$ cat config.mk
export PLATFORM = sky130hd
export DESIGN_NAME = seq_detector_param
export DESIGN_NICKNAME = d
export VERILOG_FILES = /design/src/rtl/seq_det_pkg.sv /design/src/rtl/seq_det_sat_cnt.sv /design/src/rtl/seq_detector_param.sv
export SDC_FILE = /design/constraint.sdc
export NUM_CORES = 1
export LEC_CHECK = 0
export CORE_AREA = 5 5 42 44
export CTS_BUF_LIST = sky130_fd_sc_hd__clkbuf_16
export CTS_CLUSTER_DIAMETER = 50
export DETAILED_ROUTE_END_ITERATION = 7
export DIE_AREA = 0 0 47 49
export PLACE_DENSITY_LB_ADDON = 0.1
export SLEW_MARGIN = 20
export SYNTH_ARGS = -nofsm -noshare
export SYNTH_HDL_FRONTEND = slang
export SYNTH_SLANG_ARGS = --single-unit
$ cat constraint.sdc
create_clock -name clk -period 2.2 [get_ports clk]
set_input_delay 0.33 -clock clk [delete_from_list [all_inputs] [get_ports clk]]
set_output_delay 0.33 -clock clk [all_outputs]
set_load 0.03 [all_outputs]
$ cat src/rtl/seq_det_pkg.sv
// seq_det_pkg: shared constants and elaboration-time helpers for the
// parametrised serial pattern detector.
//   PAT_W_MAX       largest supported pattern length
//   IDX_W           width of prefix indices inside the tables
//   fail_tbl_t      KMP failure table, entry k = F[k]
//   seq_det_prog_w  width needed to hold a prefix length 0..pat_w
//   seq_det_order   pattern re-ordered so bit j is the j-th bit received
//   seq_det_fail    KMP failure table for a pattern
package seq_det_pkg;

    localparam int PAT_W_MAX = 16;
    localparam int IDX_W     = 5;

    typedef logic [31:0][IDX_W-1:0] fail_tbl_t;

    function automatic int seq_det_prog_w(input int pat_w);
        return $clog2(pat_w + 1);
    endfunction

    // PATTERN is stored MSB-first on the wire; flip it into stream order.
    function automatic logic [31:0] seq_det_order(input logic [PAT_W_MAX-1:0] pattern,
                                                  input int pat_w);
        logic [31:0] r;
        r = '0;
        for (int j = 0; j < PAT_W_MAX; j++) begin
            if (j < pat_w) r[j] = pattern[pat_w-1-j];
        end
        return r;
    endfunction

    // F[k] = length of the longest proper border of the first k pattern bits.
    // The inner loop is a bounded stand-in for the usual while loop: once its
    // condition goes false it stays false for the remaining iterations.
    function automatic fail_tbl_t seq_det_fail(input logic [PAT_W_MAX-1:0] pattern,
                                               input int pat_w);
        fail_tbl_t   f;
        logic [31:0] p;
        int          k;
        f = '0;
        p = seq_det_order(pattern, pat_w);
        k = 0;
        for (int i = 1; i < PAT_W_MAX; i++) begin
            if (i < pat_w) begin
                for (int n = 0; n < PAT_W_MAX; n++) begin
                    if (k > 0 && p[i] != p[k]) k = int'(f[k]);
                end
                if (p[i] == p[k]) k++;
                f[i+1] = IDX_W'(k);
            end
        end
        return f;
    endfunction

endpackage

$ cat src/rtl/seq_det_sat_cnt.sv
// seq_det_sat_cnt: generic saturating up-counter.
//   clk      clock, posedge
//   clk_rst  synchronous active-high reset
//   en       increment request
//   clr      synchronous clear, wins over en
//   cnt      current count, sticks at all-ones
module seq_det_sat_cnt #(
    parameter int CNT_W = 8
) (
    input  logic             clk,
    input  logic             clk_rst,
    input  logic             en,
    input  logic             clr,
    output logic [CNT_W-1:0] cnt
);

    logic [CNT_W-1:0] cnt_q, cnt_d;

    always_comb begin
        cnt_d = cnt_q;
        if (clr) begin
            cnt_d = '0;
        end else if (en && cnt_q != '1) begin
            cnt_d = cnt_q + CNT_W'(1);
        end
    end

    always_ff @(posedge clk) begin
        if (clk_rst) cnt_q <= '0;
        else         cnt_q <= cnt_d;
    end

    assign cnt = cnt_q;

endmodule

$ cat src/rtl/seq_detector_param.sv
// seq_detector_param: KMP-style detector for a compile-time PAT_W-bit pattern
// on a qualified serial stream, with run-time overlap selection.
//   clk, clk_rst   clock and synchronous active-high reset
//   en, x          sample qualifier and serial data bit
//   overlap_en     1: keep border after a match; 0: restart at 0
//   clr            soft clear of progress (and counter)
//   match          registered one-cycle pulse per completed pattern
//   prog           matched prefix length 0..PAT_W-1
//   match_cnt      saturating match count
// Build option: define SEQDET_MATCH_CNT_EN to build the match counter;
// otherwise match_cnt is tied to 0.
module seq_detector_param
    import seq_det_pkg::*;
#(
    parameter int               PAT_W   = 3,
    parameter logic [PAT_W-1:0] PATTERN = 3'b110,
    parameter int               CNT_W   = 8
) (
    input  logic                              clk,
    input  logic                              clk_rst,
    input  logic                              en,
    input  logic                              x,
    input  logic                              overlap_en,
    input  logic                              clr,
    output logic                              match,
    output logic [seq_det_prog_w(PAT_W)-1:0]  prog,
    output logic [CNT_W-1:0]                  match_cnt
);

    localparam int               SW       = seq_det_prog_w(PAT_W);
    localparam logic [31:0]      PAT_ORD  = seq_det_order(PAT_W_MAX'(PATTERN), PAT_W);
    localparam fail_tbl_t        FAIL     = seq_det_fail(PAT_W_MAX'(PATTERN), PAT_W);
    localparam logic [IDX_W-1:0] PAT_W_I  = IDX_W'(PAT_W);
    localparam logic [IDX_W-1:0] FAIL_END = FAIL[PAT_W];

    logic [SW-1:0]    s_q, s_d;
    logic             match_q, match_d;
    logic [IDX_W-1:0] cur, t;
    logic             done;

    // Candidate next prefix length: walk the failure chain from s until the
    // expected bit agrees with x or we fall back to the empty prefix. Each
    // step strictly shrinks cur, so PAT_W iterations always suffice.
    always_comb begin
        cur  = IDX_W'(s_q);
        t    = '0;
        done = 1'b0;
        for (int i = 0; i < PAT_W; i++) begin
            if (!done) begin
                if (PAT_ORD[cur] == x) begin
                    t    = cur + IDX_W'(1);
                    done = 1'b1;
                end else if (cur == '0) begin
                    t    = '0;
                    done = 1'b1;
                end else begin
                    cur = FAIL[cur];
                end
            end
        end
    end

    always_comb begin
        s_d     = s_q;
        match_d = 1'b0;
        if (clr) begin
            s_d = '0;
        end else if (en) begin
            if (t == PAT_W_I) begin
                match_d = 1'b1;
                s_d     = overlap_en ? SW'(FAIL_END) : '0;
            end else begin
                s_d = SW'(t);
            end
        end
    end

    always_ff @(posedge clk) begin
        if (clk_rst) begin
            s_q     <= '0;
            match_q <= 1'b0;
        end else begin
            s_q     <= s_d;
            match_q <= match_d;
        end
    end

    assign match = match_q;
    assign prog  = s_q;

`ifdef SEQDET_MATCH_CNT_EN
    // match_d already excludes clr, so the counter sees exactly the pulses.
    seq_det_sat_cnt #(.CNT_W(CNT_W)) u_cnt (
        .clk     (clk),
        .clk_rst (clk_rst),
        .en      (match_d),
        .clr     (clr),
        .cnt     (match_cnt)
    );
`else
    assign match_cnt = '0;
`endif

endmodule

==> reports/metrics.yaml <==
status: "complete, no violations"
final_cell_area_um2: 795
drt_wl_total_um: 1240
fp.dieW_um: 47
drt_iter0_markers: 5
routed_via_density: 4.54
preCtsSetupSlack_ns: -0.616
htree_levels: 1
finalHoldViolations: 0
cp.required_ns: 2.31
clk_latency_ns: 0.23
via_count: 440
cts-root-buf: "clkbuf_16"
setup_tns_ns: 0
grt_pass1_vias: 418
ios: 17
core_mm2: 0.00140
portBuffers: 7
numClockSinks: 3
placed_cell_area_um2: 636
hold_buffers: 0
p_per_area_mw_per_mm2: 563
yosysUniqueCellTypes: 26
clockBufferDepth: 2
cp.arrival_ns: 2.28
firstDrtPassIters: 4
finalPower_mw: 0.447
finalWorstSetupSlack_ns: 0.0346
fp-row-count: 14
yosysWarnings: 0
synth_top_area_share_pct: 22.9
ys_seq_area_share_pct: 13.7
max-vdd-ir-drop_mv: 0.260
fin_crit_sh_pct: 98.4
diodes: 0
endpoint_kind: "flop"
antenna_found_initial: 0
gp_congestion: 0.789
synth_area_um2: 438
synth_area_leaders: "ha_1 23%, dfxtp_1 14%, buf_4 14%"
grt_overflow_total: 0
nets: 96
utilization_pct: 56.7
synth_cells: 55
setup_violations: 0
die-area_mm2: 0.00230
rsz0062_at_grt: "true"
dp.cells: 91
hold_ws_ns: 0.730
nFillCells: 133
maxCapViolCount: 0
drive_above_1_share_pct: 49.4
die_h_um: 49
synth_area_per_cell_um2: 7.96
period_minus_slack_ns: 2.17
start_util_pct: 31.3
fin_cells: 97
cts_made_buffers: 3
detail-route-antenna-nets: 0
start_kind: "flop"
dp.final_hpwl_um: 869
track_usage_pct: 10.8
grt_pass1_wl_um: 1780
clock_skew_ns: 0.00278
grt_max_degree: 8
routedWlPerCell_um: 12.8
critPathKind: "flop to flop"
power.leakage_nw: 0.387
yosys_register_bits: 3
hp-class: "flop to flop"
tritoncts: "yes"
fmax_mhz: 462
drc: 0
cp_max_fo: 6
area_growth_pct: 81.4
maxSlewViolCount: 0
yosysTopAreaCell: "ha_1"
cts.clk_slew.worst_paths_ns: 0.03
==> layout make-up <==
type	instances	area (um2)	share of cell area (%)
timing repair buffer	23	190	23.9
clock inverter	1	3.75	0.472
multi-input combinational	42	402	50.6
tap	16	20.0	2.52
inverter	9	36.3	4.57
clock buffer	3	75.1	9.45
sequential	3	67.6	8.50
==> state kept, by name (all words and copies together), names as in the netlist <==
name	cells
match	1
prog	2
==> logic make-up (layout without fill, tap and decap cells) <==
kind of cell / Yosys count / in the layout / synth area share, %
compound gates: 10 / 10 / 17.4
fa+ha+maj: 8 / 8 / 22.9
buf+inv: 17 / 36 / 21.4
flops: 3 / 3 / 13.7
mux: 1 / 1 / 2.29
other cells: 1 / 8 / 0.856
simple gates: 15 / 15 / 21.4
==> final timing paths <==
kind           start       to  slack, ns  depth (start not counted)
max          prog[1]  prog[0]       0.03                         11
min          prog[1]  prog[1]       0.73                          5
max reg2reg  prog[1]  prog[0]       0.03                         11
min reg2reg  prog[1]  prog[1]       0.73                          5
==> report_power, final <==
part	total, mW	leakage, nW	switching [mW]	internal, mW
combinational	0.100	0.319	0.0559	0.0441
clock	0.291	0.0423	0.0557	0.235
sequential	0.0566	0.0258	0.00189	0.0548
==> per-layer routing <==
metal  routed length [um]  share of wire (%)  track usage, %
met5                    0                  0               0
met4                   21                1.7            8.29
met3                   28                2.3            1.11
met2                  666                 54            17.0
met1                  523                 42            12.7
==> cells in the mapped netlist <==
library cell / n
nand2b_1: 1
a31oi_1: 1
dfxtp_1: 3
and3b_2: 1
buf_4: 8
and4_1: 2
o21a_1: 2
nand3_1: 1
mux2i_1: 1
and3_1: 1
or4_1: 1
nor2_1: 3
and2_1: 1
o21ai_0: 1
or2_2: 1
o311ai_0: 1
o221ai_1: 2
ha_1: 8
inv_1: 8
a41o_1: 1
o32ai_1: 1
a21oi_1: 1
conb_1: 1
nand2_1: 2
inv_2: 1
and4b_1: 1
==> critical path: stages (launching register included) <==
cell and delay [ns]:
dfxtp_4 0.36, ha_4 0.32, nand2_2 0.06, o21ai_2 0.08
inv_2 0.07, ha_4 0.15, mux2i_1 0.12, inv_1 0.06
ha_1 0.27, and4_4 0.23, o221ai_2 0.09, a41o_1 0.25
==> cells in the final DEF, fill, tap and decap left out, types with 2 or more instances in the layout <==
cell / Yosys / final
buf_4: 8 / 16
clkbuf_16: 0 / 3
clkdlybuf4s50_1: 0 / 6
conb_1: 1 / 8
dfxtp_4: 0 / 2
ha_1: 8 / 5
ha_4: 0 / 3
inv_1: 8 / 5
inv_2: 1 / 4
nor2_1: 3 / 2
o21a_1: 2 / 2
==> timing repair <==
action | CTS | global route
pin swaps | 2 | 9
setup buffers | 0 | 2
gates resized for setup | 6 | 10
setup endpoints to repair | 3 | 3
Note: power is estimated with default switching activity, not from simulation.
